==> config.mk <==
export PLATFORM = sky130hd
export DESIGN_NAME = alu_req_arbiter
export DESIGN_NICKNAME = d
export VERILOG_FILES = /design/src/rtl/alu_req_arbiter_pkg.sv /design/src/rtl/alu_req_arbiter_rr_arbiter2.sv /design/src/rtl/alu_req_arbiter.sv
export SDC_FILE = /design/constraint.sdc
export NUM_CORES = 1
export LEC_CHECK = 0
export CORE_UTILIZATION = 44
export CTS_CLUSTER_SIZE = 8
export DETAILED_ROUTE_END_ITERATION = 8
export GPL_TIMING_DRIVEN = 0
export PLACE_DENSITY = 0.84
export SKIP_CTS_REPAIR_TIMING = 1
export SYNTH_ARGS = -nofsm -noshare
export SYNTH_HDL_FRONTEND = slang
export SYNTH_SLANG_ARGS = --single-unit
export TNS_END_PERCENT = 50
==> constraint.sdc <==
create_clock -name clk -period 2.6 [get_ports clk]
set_clock_uncertainty 0.05 [all_clocks]
set_input_delay 0.78 -clock clk [delete_from_list [all_inputs] [get_ports clk]]
set_output_delay 0.78 -clock clk [all_outputs]
set_load 0.005 [all_outputs]
==> src/rtl/alu_req_arbiter_pkg.sv <==
// Shared definitions for the two-requester ALU sequencer: operation codes
// as seen on the ALU select pins and the sequencer state encoding.
package alu_req_arbiter_pkg;

    // Operation codes {S1,S0} exactly as the ALU decodes them.
    typedef enum logic [1:0] {
        OP_ADD = 2'd0,
        OP_SUB = 2'd1,
        OP_CMP = 2'd2,
        OP_AND = 2'd3
    } op_t;

    // Sequencer states; encoding 2'd3 is unused and recovers to IDLE.
    typedef enum logic [1:0] {
        IDLE = 2'd0,
        EXEC = 2'd1,
        RESP = 2'd2
    } state_t;

endpackage

==> src/rtl/alu_req_arbiter_rr_arbiter2.sv <==
// Two-input round-robin grant. The priority pointer names the requester that
// wins a tie; on an advance strobe it moves to the requester not just served.
module alu_req_arbiter_rr_arbiter2 #(
    parameter int RR_INIT = 0
) (
    input  logic clk,
    input  logic rst_n,
    input  logic enable,
    input  logic req0,
    input  logic req1,
    input  logic advance,
    input  logic served_id,
    output logic grant_valid,
    output logic grant_id
);

    localparam logic PTR_INIT = (RR_INIT != 0);

    logic ptr;

    // Priority pointer: hand priority to the other requester after each service.
    always_ff @(posedge clk or negedge rst_n) begin
        // NOTE: state is updated with non-blocking assignments so every flop
        // samples values from before the edge, independent of block order.
        if (!rst_n) begin
            ptr <= PTR_INIT;
        end else if (advance) begin
            ptr <= ~served_id;
        end
    end

    // Grant decode: a lone request wins outright, a tie goes to the pointer.
    always_comb begin
        grant_valid = enable & (req0 | req1);
        grant_id    = (req0 & req1) ? ptr : req1;
    end

endmodule

==> src/rtl/alu_req_arbiter.sv <==
// Shares one 4-bit combinational ALU between two requesters. One operation is
// in flight at a time: accept (IDLE), drive the ALU (EXEC), then hold the
// tagged result on the response channel until it is taken (RESP).
module alu_req_arbiter #(
    parameter int DATA_W  = 4,
    parameter int RR_INIT = 0
) (
    input  logic              clk,
    input  logic              rst_n,
    input  logic              req0_valid,
    input  logic [1:0]        req0_op,
    input  logic [DATA_W-1:0] req0_a,
    input  logic [DATA_W-1:0] req0_b,
    output logic              req0_ready,
    input  logic              req1_valid,
    input  logic [1:0]        req1_op,
    input  logic [DATA_W-1:0] req1_a,
    input  logic [DATA_W-1:0] req1_b,
    output logic              req1_ready,
    output logic              rsp_valid,
    output logic              rsp_id,
    output logic [DATA_W-1:0] rsp_x,
    output logic              rsp_carry,
    input  logic              rsp_ready,
    output logic              alu_s0,
    output logic              alu_s1,
    output logic [DATA_W-1:0] alu_a,
    output logic [DATA_W-1:0] alu_b,
    input  logic [DATA_W-1:0] alu_x,
    input  logic              alu_carry,
    output logic              busy,
    output logic [7:0]        op_count
);

    import alu_req_arbiter_pkg::*;

    state_t            state;
    state_t            next_state;
    op_t               op_q;
    logic [DATA_W-1:0] a_q;
    logic [DATA_W-1:0] b_q;
    logic              id_q;
    logic              arb_enable;
    logic              grant_valid;
    logic              grant_id;
    logic              accept;
    logic              rsp_fire;

    // Grants are only offered in IDLE, and never while reset is held, so the
    // ready pulses read 0 during reset even with a request pending.
    assign arb_enable = (state == IDLE) & rst_n;

    alu_req_arbiter_rr_arbiter2 #(
        .RR_INIT (RR_INIT)
    ) u_rr (
        .clk         (clk),
        .rst_n       (rst_n),
        .enable      (arb_enable),
        .req0        (req0_valid),
        .req1        (req1_valid),
        .advance     (rsp_fire),
        .served_id   (id_q),
        .grant_valid (grant_valid),
        .grant_id    (grant_id)
    );

    // State register.
    always_ff @(posedge clk or negedge rst_n) begin
        if (!rst_n) begin
            state <= IDLE;
        end else begin
            state <= next_state;
        end
    end

    // Next-state decode plus the accept and response-handshake strobes.
    always_comb begin
        // NOTE: every output of this block gets a default first so no path
        // leaves one unassigned, which would otherwise infer a latch.
        next_state = IDLE;
        accept     = 1'b0;
        rsp_fire   = 1'b0;
        case (state)
            IDLE: begin
                if (grant_valid) begin
                    accept     = 1'b1;
                    next_state = EXEC;
                end
            end
            EXEC: begin
                next_state = RESP;
            end
            RESP: begin
                if (rsp_valid && rsp_ready) begin
                    rsp_fire   = 1'b1;
                    next_state = IDLE;
                end else begin
                    next_state = RESP;
                end
            end
            default: begin
                next_state = IDLE;
            end
        endcase
    end

    // Operand registers: capture the granted request; they keep their value
    // afterwards, so the ALU pins are not cleared on return to IDLE.
    always_ff @(posedge clk or negedge rst_n) begin
        if (!rst_n) begin
            op_q <= OP_ADD;
            a_q  <= '0;
            b_q  <= '0;
            id_q <= 1'b0;
        end else if (accept) begin
            op_q <= grant_id ? op_t'(req1_op) : op_t'(req0_op);
            a_q  <= grant_id ? req1_a : req0_a;
            b_q  <= grant_id ? req1_b : req0_b;
            id_q <= grant_id;
        end
    end

    // Response registers and completed-operation counter.
    always_ff @(posedge clk or negedge rst_n) begin
        if (!rst_n) begin
            rsp_valid <= 1'b0;
            rsp_id    <= 1'b0;
            rsp_x     <= '0;
            rsp_carry <= 1'b0;
            op_count  <= 8'd0;
        end else if (state == EXEC) begin
            rsp_valid <= 1'b1;
            rsp_id    <= id_q;
            rsp_x     <= alu_x;
            rsp_carry <= alu_carry;
        end else if (rsp_fire) begin
            rsp_valid <= 1'b0;
            op_count  <= op_count + 8'd1;
        end
    end

    // Ready pulses, busy flag and ALU pins.
    always_comb begin
        req0_ready = accept & ~grant_id;
        req1_ready = accept &  grant_id;
        busy       = (state != IDLE);
        alu_s1     = op_q[1];
        alu_s0     = op_q[0];
        alu_a      = a_q;
        alu_b      = b_q;
    end

endmodule

[Word level (Yosys, flattened, before mapping)]
Cells that the tools add are included.
Storage, ports and cells
  register bits after elaboration: 29
  input port bits: 30
  output and inout port bits: 28
  word-level logic and storage cells: 41
Operators by class
  add/subtract/negate cells: 1
  equal/unequal tests: 2
  muxes and demuxes: 13
  bitwise gates (word level): 9
  reductions and logical operators: 5
Operators with widths (number)
  adder 8 x 1 -> 8 bit (second input constant): 1
  2-to-1 mux 1 bit: 8
  2-to-1 mux 4 bit: 2
  case mux 2 bit (3 select lines): 1
  AND 1 bit: 5
  2-to-1 mux 2 bit: 2
  nonzero test 2 bit: 2
  inverter 1 bit: 3
  equality test 2 x 1 -> 1 bit (second input constant): 1
  equality test 2 bit (second input constant): 1
  zero test 2 bit: 1
  AND reduction 2 bit: 1
  logical AND 1 bit: 1
  OR 1 bit: 1

[Depth between registers and ports, before layout]
  depth in word-level cells: 6
  depth in mapped cells: 4
  mapped depth without buffers: 4

[Cells and area by module]
From an unflattened synthesis, not the netlist that was laid out.
Unflattened totals
  cell total of the unflattened synthesis: 112
  area, all modules: 1292.5 um2
By module, submodules not included
  alu_req_arbiter: instances 1, cells an instance 107, area an instance 1238.7 um2, seq. area each 700.7 um2
  alu_req_arbiter_rr_arbiter2: instances 1, cells an instance 5, area an instance 53.8 um2, seq. area each 25.0 um2

[Worst setup path after synthesis]
Ideal clock, no wire load.
  path type: input to output
  from: input port req0_valid
  to: output port req0_ready
  arrival time: 1.295 ns
  data required time: 1.770 ns
  slack: 0.475 ns
  cell stages on the path: 3
  path buffers: 1
  cell sequence: a21bo_2 clkbuf_1 nor2_1
Between the ends
  cells in the longest elaborated chain, start to end: 5
  elaborated cells between the ends (all ways): 8
  classes of those cells: mux: 3; bitwise: 5
Ends and longest elaborated chain
  start, declared: line alu_req_arbiter.sv:10  | input logic req0_valid,
  OR 1 bit: line alu_req_arbiter_rr_arbiter2.sv:34  | grant_valid = enable & (req0 | req1);
  AND 1 bit: line alu_req_arbiter_rr_arbiter2.sv:34
  2-to-1 mux 1 bit: line alu_req_arbiter.sv:85  | if (grant_valid) begin
  2-to-1 mux 1 bit: line alu_req_arbiter.sv:83  | case (state)
  AND 1 bit (*): line alu_req_arbiter.sv:144  | req0_ready = accept & ~grant_id;
  end, declared: line alu_req_arbiter.sv:14  | output logic req0_ready,
Every way passes the cells marked *; elsewhere a longest branch is shown, timed or not.

[Worst setup path in the final report]
  from: input port req0_valid
  to: output port req1_ready
Between the ends
  cells in the longest elaborated chain, start to end: 5
  elaborated cells between the ends (all ways): 7
  classes of those cells: mux: 3; bitwise: 4
Ends and longest elaborated chain
  OR 1 bit: line alu_req_arbiter_rr_arbiter2.sv:34
  AND 1 bit: line alu_req_arbiter_rr_arbiter2.sv:34
  2-to-1 mux 1 bit: line alu_req_arbiter.sv:85
  2-to-1 mux 1 bit: line alu_req_arbiter.sv:83
  AND 1 bit (*): line alu_req_arbiter.sv:145  | req1_ready = accept & grant_id;
  end, declared: line alu_req_arbiter.sv:19  | output logic req1_ready,
Marks and branches as above.

==> results by stage <==
Run status:
- The flow ran to the end, and the final reports show no timing, DRC or antenna violations.

Timing:
- Once routing completed, OpenROAD measured the worst setup slack at approximately 0.20 ns.
- The number of max-slew violations in the final report is 0.
- The relative slew slack is 0.693.
- The fraction of the cycle the final worst path needs is 0.925.
- The clock period could shrink to roughly 2.4 ns.
- The peak clock frequency supported by timing is approximately 0.42 GHz.
- The number of hold violations in the final report is 0.
- The final-report setup violation count is 0.
- After routing, the total negative slack on setup checks comes to 0 ns.
- The actual slew at the worst max-slew pin is between 0.4 and 0.5 ns.
- Setup repair after global routing left no endpoint under its margin.

Worst setup path:
- The logic depth of the worst register-to-register path is 3.
- The reg-to-reg setup timing slack is 1.12 ns.
- Tracing the worst setup path back leads to its startpoint at req0_valid.
- The critical path capture point is req1_ready.
- The worst setup path is launched from a primary input.
- The biggest fanout along the worst timing path is 10.
- The required time of the critical path is ~1.8 ns.
- The endpoint kind of the worst setup timing path is an output pin.
- The endpoint identified for the worst register-to-register timing path is alu_b[3].
- By startpoint and endpoint, the worst setup path is classified as in -> out.
- The endpoint arrival time on the critical path is between 1.5 and 2 ns.
- The origin of the critical flop-to-flop path is state[1].

Place:
- Summing all placed instances gives a cell area of 1920 um2.
- Prior to clock tree synthesis, the placed netlist has a worst setup slack of -1.40 ns.
- Port buffering added 57 buffers.
- Detailed placement finished with a half-perimeter wire length of 2250 um.
- The congestion estimate from routability-driven global placement came to about 0.74.

CTS:
- The TritonCTS sink count is 29.
- The number of CTS-inserted buffers is 5.
- The buffer depth of the longest clock path is 2.
- Clock-pin slew was measured on the worst setup and hold paths at around 0.09 ns.
- The insertion delay of the later-clocked pin in the worst-skew pair is roughly 0.32 ns.
- TritonCTS built the clock tree.
- The H-tree was split into 2 levels.
- The clock tree root driver cell is clkbuf_4.

Detailed routing:
- The detailed-router iteration count before antenna repair is 4.
- The residual DRC count is 0.
- Summed over all layers, the routed wires come to slightly above 3000 um.
- Dividing the detail-routed via count by the number of cells gives between 5 and 6.
- The via count of the routed design is roughly 1100.
- The detailed router finished its first iteration with 29 violations.
- The number of nets with antenna violations after detailed routing is 0.
- The detail-routed net length per standard cell is approximately 15 um.

Floorplanning:
- The cell row count is 19.
- The height of the die is approximately 57 um.
- The initial core utilization is 0.471.
- The floorplan step defined a die boundary enclosing roughly 3200 um2.
- The core region is approximately 2800 um2.
- between 50 and 60 I/O pins were placed.
- In this run the horizontal extent of the chip is approximately 57 um.

Yosys:
- The xor-xnor portion of the synthesized cell area is 0.0468.
- Counting every instance in the synthesized netlist gives 107.
- The dominant combinational cell family by area after synthesis is compound AO/OA/AOI/OAI gates.
- A synthesized cell averages roughly 12 um2.
- When the netlist entered floorplanning its net count stood at about 140.
- The most used flip-flop cell after synthesis is dfrtp_1.
- The number of synthesis warnings is 0.
- Summing every instance area after synthesis gives between 1000 and 1500 um2.
- The number of flops mapped to enable cells by yosys is 0.
- The library cell with the largest summed area after synthesis is dfrtp_1.
- The sequential fraction of the synthesis area is 0.553.
- The netlist uses 27 different library cells.
- Of all flip-flops after synthesis, the portion carrying an async set or reset was 1.00.
- The compound-gate portion of the synthesized area is 0.173.
- Synthesis inferred 29 register bits.
- Ranked by total cell area, the synthesized netlist is headed by dfrtp_1 55%, a2bb2oi_1 6.7%, o32ai_1 6.7%, mux2_2 6.0%, xor2_1 4.0%.
- Of the total synthesized cell area, the portion taken by full adders, half adders and majority gates is 0.00954.
- The multiplexer share of the synthesized area is 0.0601.
- The fraction of post-synthesis cell area in the top cell type by area is 0.553.
- The simple-gate area share of the yosys netlist is 0.125.

Power and ir drop:
- The worst vdd rail ir drop is around 770 uV.
- Power comes to approximately 1900 uW.
- For this design the ratio of total power to cell area is 946 nW/um2.
- Summed over all cells, the static leakage comes to around 0.00094 uW.

Global route:
- The number of antenna violations at the first check in global routing is 0.
- The global route total overflow is 0.
- The wire length of the first global-routing pass is 4840 um.
- Entering global routing, the biggest net connects 33 pins.
- The via count of the first global-routing pass is roughly 1100.
- Across every metal layer, demand over resource in global routing totals 0.205.

Finish:
- Compared with the post-synthesis result, the final layout area differs by 53.7%.
- After filler insertion, the fill cell instance count of the layout stands at around 210.
- The number of antenna diodes in the final layout is 0.
- At the end of the flow the core is filled with cells to 0.725.
- After routing the design area is roughly 2000 um2.
- The net count reported at finish is 201.
- Of the cells placed in the final design, the portion with a size suffix greater than 1 is 0.146.

Hold path:
- The class of the worst hold path is in -> async.

Run:
- Across the run, the number of max-cap violations was 0.
==> worst min path at each step <==
| stage | slack, ns | endpoint | from |
|---|---|---|---|
| final | 0.24 | alu_b[1] | rst_n |
| after floorplan | 0.41 | op_count[7] | op_count[7] |
| after CTS | 0.43 | op_count[7] | op_count[7] |
| after global routing | 0.22 | op_count[2] | rst_n |
| after global placement | 0.41 | op_count[7] | op_count[7] |
| after detailed placement | 0.41 | op_count[7] | op_count[7] |
==> per-stage QoR <==
| stage | hold WS (ns) | std cells |
|---|---|---|
| 2_1_floorplan | 0.415 | 107 |
| 3_3_place_gp | 0.407 | 195 |
| 3_5_place_dp | 0.414 | 195 |
| 4_1_cts | 0.429 | 203 |
| 5_1_grt | 0.218 | 202 |
| 6_report | 0.237 | 202 |
==> Yosys cell counts, types with 2 or more instances <==
master	n
dfrtp_1	29
a2bb2oi_1	10
o32ai_1	10
mux2_2	7
nor2_1	7
xor2_1	6
nand2_1	5
clkbuf_1	4
inv_1	4
nand3_1	3
nor3_1	3
a21oi_1	2
nor2b_1	2
o21ai_0	2
==> placed cells by master (no fill, tap or decap), types with 2 or more instances in the layout <==
cell type	count
a21oi_1	2
a2bb2oi_1	10
buf_4	2
clkbuf_4	6
clkbuf_8	2
clkdlybuf4s50_1	52
dfrtp_1	29
dlymetal6s2s_1	4
inv_1	3
mux2_2	7
nand2_1	5
nand3_1	3
nor2_1	7
nor2b_1	2
nor3_1	3
o21ai_0	2
o32ai_1	10
xor2_1	6
==> worst max-delay path, stage by stage <==
cell and delay, ns:
dlymetal6s2s_1 0.15, nor2b_1 0.20, clkbuf_4 0.22, nor3_1 0.06, dlymetal6s2s_1 0.16
==> state kept, by name, summed over array words and instances, names as in the netlist <==
signal	cells
op_q	2
op_count	8
rsp_carry	1
u_rr.ptr	1
alu_b	4
alu_a	4
rsp_x	4
rsp_id	1
rsp_valid	1
id_q	1
state	2
==> metal layers <==
layer	routed length, um	GRT usage	share of wire	vias up
met5	0	0	0	-
met3	97	0.0922	0.032	4
met4	32	0.0697	0.011	0
met2	1580	0.346	0.52	20
li1	-	-	-	525
met1	1320	0.228	0.44	535
==> kinds of logic (layout without fill, tap and decap cells) <==
group                      after synthesis  after routing
and+or+nand+nor                         25             25
muxes                                    7              7
adders and majority gates                1              1
buffers and inverters                   10             74
DFF                                     29             29
xor gates and xnor gates                 7              7
AOI/OAI and AO/OA                       28             28
==> where the power goes <==
| part | switching, uW | total, uW | leakage, uW | internal, uW |
|---|---|---|---|---|
| Clock | 150 | 307 | 0.0000413 | 157 |
| Sequential | 149 | 785 | 0.000349 | 636 |
| Combinational | 276 | 816 | 0.000550 | 540 |
| Total | 575 | 1910 | 0.000940 | 1330 |
==> final cells by class <==
class,count,area [um2],share of cell area
inverter,4,15.0,0.00745
sequential,29,726,0.360
multi-input combinational,68,549,0.273
tap,31,38.8,0.0192
clock inverter,1,5.00,0.00248
buffer,4,23.8,0.0118
timing repair buffer,58,593,0.294
clock buffer,7,65.1,0.0323
(Power assumes the default switching activity.)
==> edit, RTL diff (same flow settings) <==
Register the output `op_count` once more, with the module's reset; this adds one clock of latency there. The other outputs are not delayed to match.
--- a/src/rtl/alu_req_arbiter.sv
+++ b/src/rtl/alu_req_arbiter.sv
@@ -33,6 +33,8 @@
 );
 
     import alu_req_arbiter_pkg::*;
+
+    logic [7:0] op_count_s0;
 
     state_t            state;
     state_t            next_state;
@@ -127,7 +129,7 @@
             rsp_id    <= 1'b0;
             rsp_x     <= '0;
             rsp_carry <= 1'b0;
-            op_count  <= 8'd0;
+            op_count_s0 <= 8'd0;
         end else if (state == EXEC) begin
             rsp_valid <= 1'b1;
             rsp_id    <= id_q;
@@ -135,7 +137,7 @@
             rsp_carry <= alu_carry;
         end else if (rsp_fire) begin
             rsp_valid <= 1'b0;
-            op_count  <= op_count + 8'd1;
+            op_count_s0 <= op_count_s0 + 8'd1;
         end
     end
 
@@ -150,5 +152,13 @@
         alu_b      = b_q;
     end
 
+    always_ff @(posedge clk or negedge rst_n) begin
+        if (!rst_n) begin
+            op_count <= '0;
+        end else begin
+            op_count <= op_count_s0;
+        end
+    end
+
 endmodule
 
Formal check against the unedited RTL: not equivalent (Yosys sat finds a counterexample within 4 cycles, from zero or initial values and one cycle with rst_n low).
==> edit against the unedited design <==
  * Cell count grew 11%
  * Design area up 11%
  * Via count up 7.8%
  * Synthesized area is 15% higher
  * Total power grew 9.4%
  * Utilization down 1.8 points
  * Sequential cell count grew 8
  * Worst hold slack lost 0.025 ns
  * Worst setup slack lost 0.18 ns
  * Wire length is 18% higher
  * Count of clock-buffer cells in the layout did not move
  * Largest power group is now sequential cells
==> edit: results (changes against the unedited design) <==
{
  "port-buffer-count": {"value": 57, "change": "unchanged"},
  "clock-root-buffer": "clkbuf_4",
  "final_wl": {"value": 3.58, "unit": "mm", "change": "+18%"},
  "grt_usage": {"value": 20.2, "unit": "%", "change": "-0.31 points"},
  "place.detailed.hpwl": {"value": 2.47, "unit": "mm", "change": "+9.9%"},
  "dpl_worst_slack": {"value": -0.657, "unit": "ns", "change": "+0.745 ns"},
  "worstPathMaxFanout": {"value": 4, "change": "-6"},
  "cts.clk_slew.worst_paths": {"value": 0.11, "unit": "ns", "change": "+0.02 ns"},
  "post_synth_main_area_contributors": "dfrtp_1 61%, a2bb2oi_1 5.8%, o32ai_1 5.8%, mux2_2 5.2%, xor2_1 3.5%",
  "synth-warning-count": {"value": 0, "change": "unchanged"},
  "timing.reg2reg.worst_path_depth": {"value": 3, "change": "unchanged"},
  "timing.critical_path.max_delay_family": "buffers and inverters",
  "timing.max_slew.rel_slack": {"value": 69.8, "unit": "%", "change": "+0.50 points"},
  "gpl.final_weighted_congestion": {"value": 0.737, "change": "-0.63%"},
  "clockBufferDepth": {"value": 2, "change": "unchanged"},
  "final_layout_size_suffix_gt1_share": {"value": 16.0, "unit": "%", "change": "+1.4 points"},
  "drt_first_iter_violations": {"value": 36, "change": "+24%"},
  "fillCellCount": {"value": 254, "change": "+22%"},
  "hp-class": "input port to asynchronous set/reset pin",
  "drt-vias-per-instance": {"value": 5.20, "change": "-3.2%"},
  "vias_in_the_first_global_route": {"value": 1153, "change": "+7.4%"},
  "outcome": "completed",
  "number_of_diodes": {"value": 0, "change": "unchanged"},
  "final_net_count": {"value": 212, "change": "+5.5%"},
  "synthTopCellsByCount": "37 x dfrtp_1, 10 x a2bb2oi_1, 10 x o32ai_1",
  "ir_drop": {"value": 0.573, "unit": "mV", "change": "-26%"},
  "first_pass_grt_wire_length": {"value": 5.28, "unit": "mm", "change": "+9.1%"},
  "power.static_leakage": {"value": 1.02, "unit": "nW", "change": "+8.2%"},
  "grt_start_max_net_pins": {"value": 41, "change": "+24%"},
  "cp_max_stage_cell": "clkdlybuf4s50_1",
  "insertion_delay": {"value": 0.34, "unit": "ns", "change": "+0.02 ns"},
  "timing.critical_path.slowest_cell_delay": {"value": 0.50, "unit": "ns", "change": "+0.28 ns"},
  "numCtsBuffers": {"value": 5, "change": "unchanged"},
  "postSynthNetCount": {"value": 146, "change": "+5.8%"},
  "synth-seq-area-share": {"value": 61.3, "unit": "%", "change": "+5.9 points"},
  "data_arrival_at_the_endpoint_of_the_critical_path": {"value": 1.75, "unit": "ns", "change": "+0.18 ns"},
  "antenna_found_initial": {"value": 0, "change": "unchanged"},
  "most_common_cell_after_layout_fill_and_taps_aside": "clkdlybuf4s50_1",
  "detail_route.drc_violations": {"value": 0, "change": "unchanged"}
}
==> edit: changes by cell type after synthesis <==
cell and delta:
dfrtp_1 +8
==> edit: layout make-up <==
| type | instances | area, um2 | share of cell area (%) |
|---|---|---|---|
| clock buffer | 7 | 55.1 | 2.47 |
| tap | 44 | 55.1 | 2.47 |
| inverter | 4 | 15.0 | 0.674 |
| timing repair buffer | 61 | 603 | 27.1 |
| multi-input combinational | 68 | 549 | 24.6 |
| buffer | 4 | 23.8 | 1.07 |
| sequential | 37 | 927 | 41.6 |
==> edit: metrics by stage <==
stage	area (um2)	power (mW)	std cells	hold WS [ns]
3_3_place_gp	2140	1.73	216	0.335
5_1_grt	2230	2.21	225	0.205
3_5_place_dp	2130	1.77	216	0.340
2_1_floorplan	1510	1.28	115	0.322
4_1_cts	2190	2.08	223	0.364
6_report	2230	2.09	225	0.212
==> edit: path summary, 6_finish.rpt <==
kind / from / endpoint / slack [ns]
hold / removal: rst_n / rsp_id / 0.21
setup reg to reg: state[1] / alu_a[0] / 1.12
hold reg to reg: op_count_s0[7] / op_count[7] / 0.36
min in group clk: op_count_s0[7] / op_count[7] / 0.36
setup / recovery: req0_valid / req0_ready / 0.02
max in group asynchronous: rst_n / op_count[5] / 2.09
==> edit: power breakdown <==
group | internal, mW | total, mW | switching [mW]
Sequential | 0.787 | 0.961 | 0.174
Clock | 0.128 | 0.302 | 0.174
Combinational | 0.548 | 0.823 | 0.276
==> edit: cells by family after synthesis <==
family | share of synthesized area (%)
compound gates | 15.0
simple gates | 10.8
buf+inv | 2.81
fa+ha+maj | 0.828
mux | 5.22
flops | 61.3
xor+xnor | 4.06
==> edit: per-layer routing <==
layer	vias up	global-route usage (%)	wire length (um)
met5	-	0	0
met2	46	34.4	1770
li1	550	-	-
met1	568	23.2	1560
met3	5	5.54	199
met4	0	10.7	43
==> edit: worst register-to-register path, delay by kind of cell (launching register included) <==
kind / cells / cell delay, ns
buffers and inverters: 1 / 0.40
flip-flops: 1 / 0.48
AO/OA/AOI/OAI: 1 / 0.14
AND/OR/NAND/NOR: 1 / 0.27
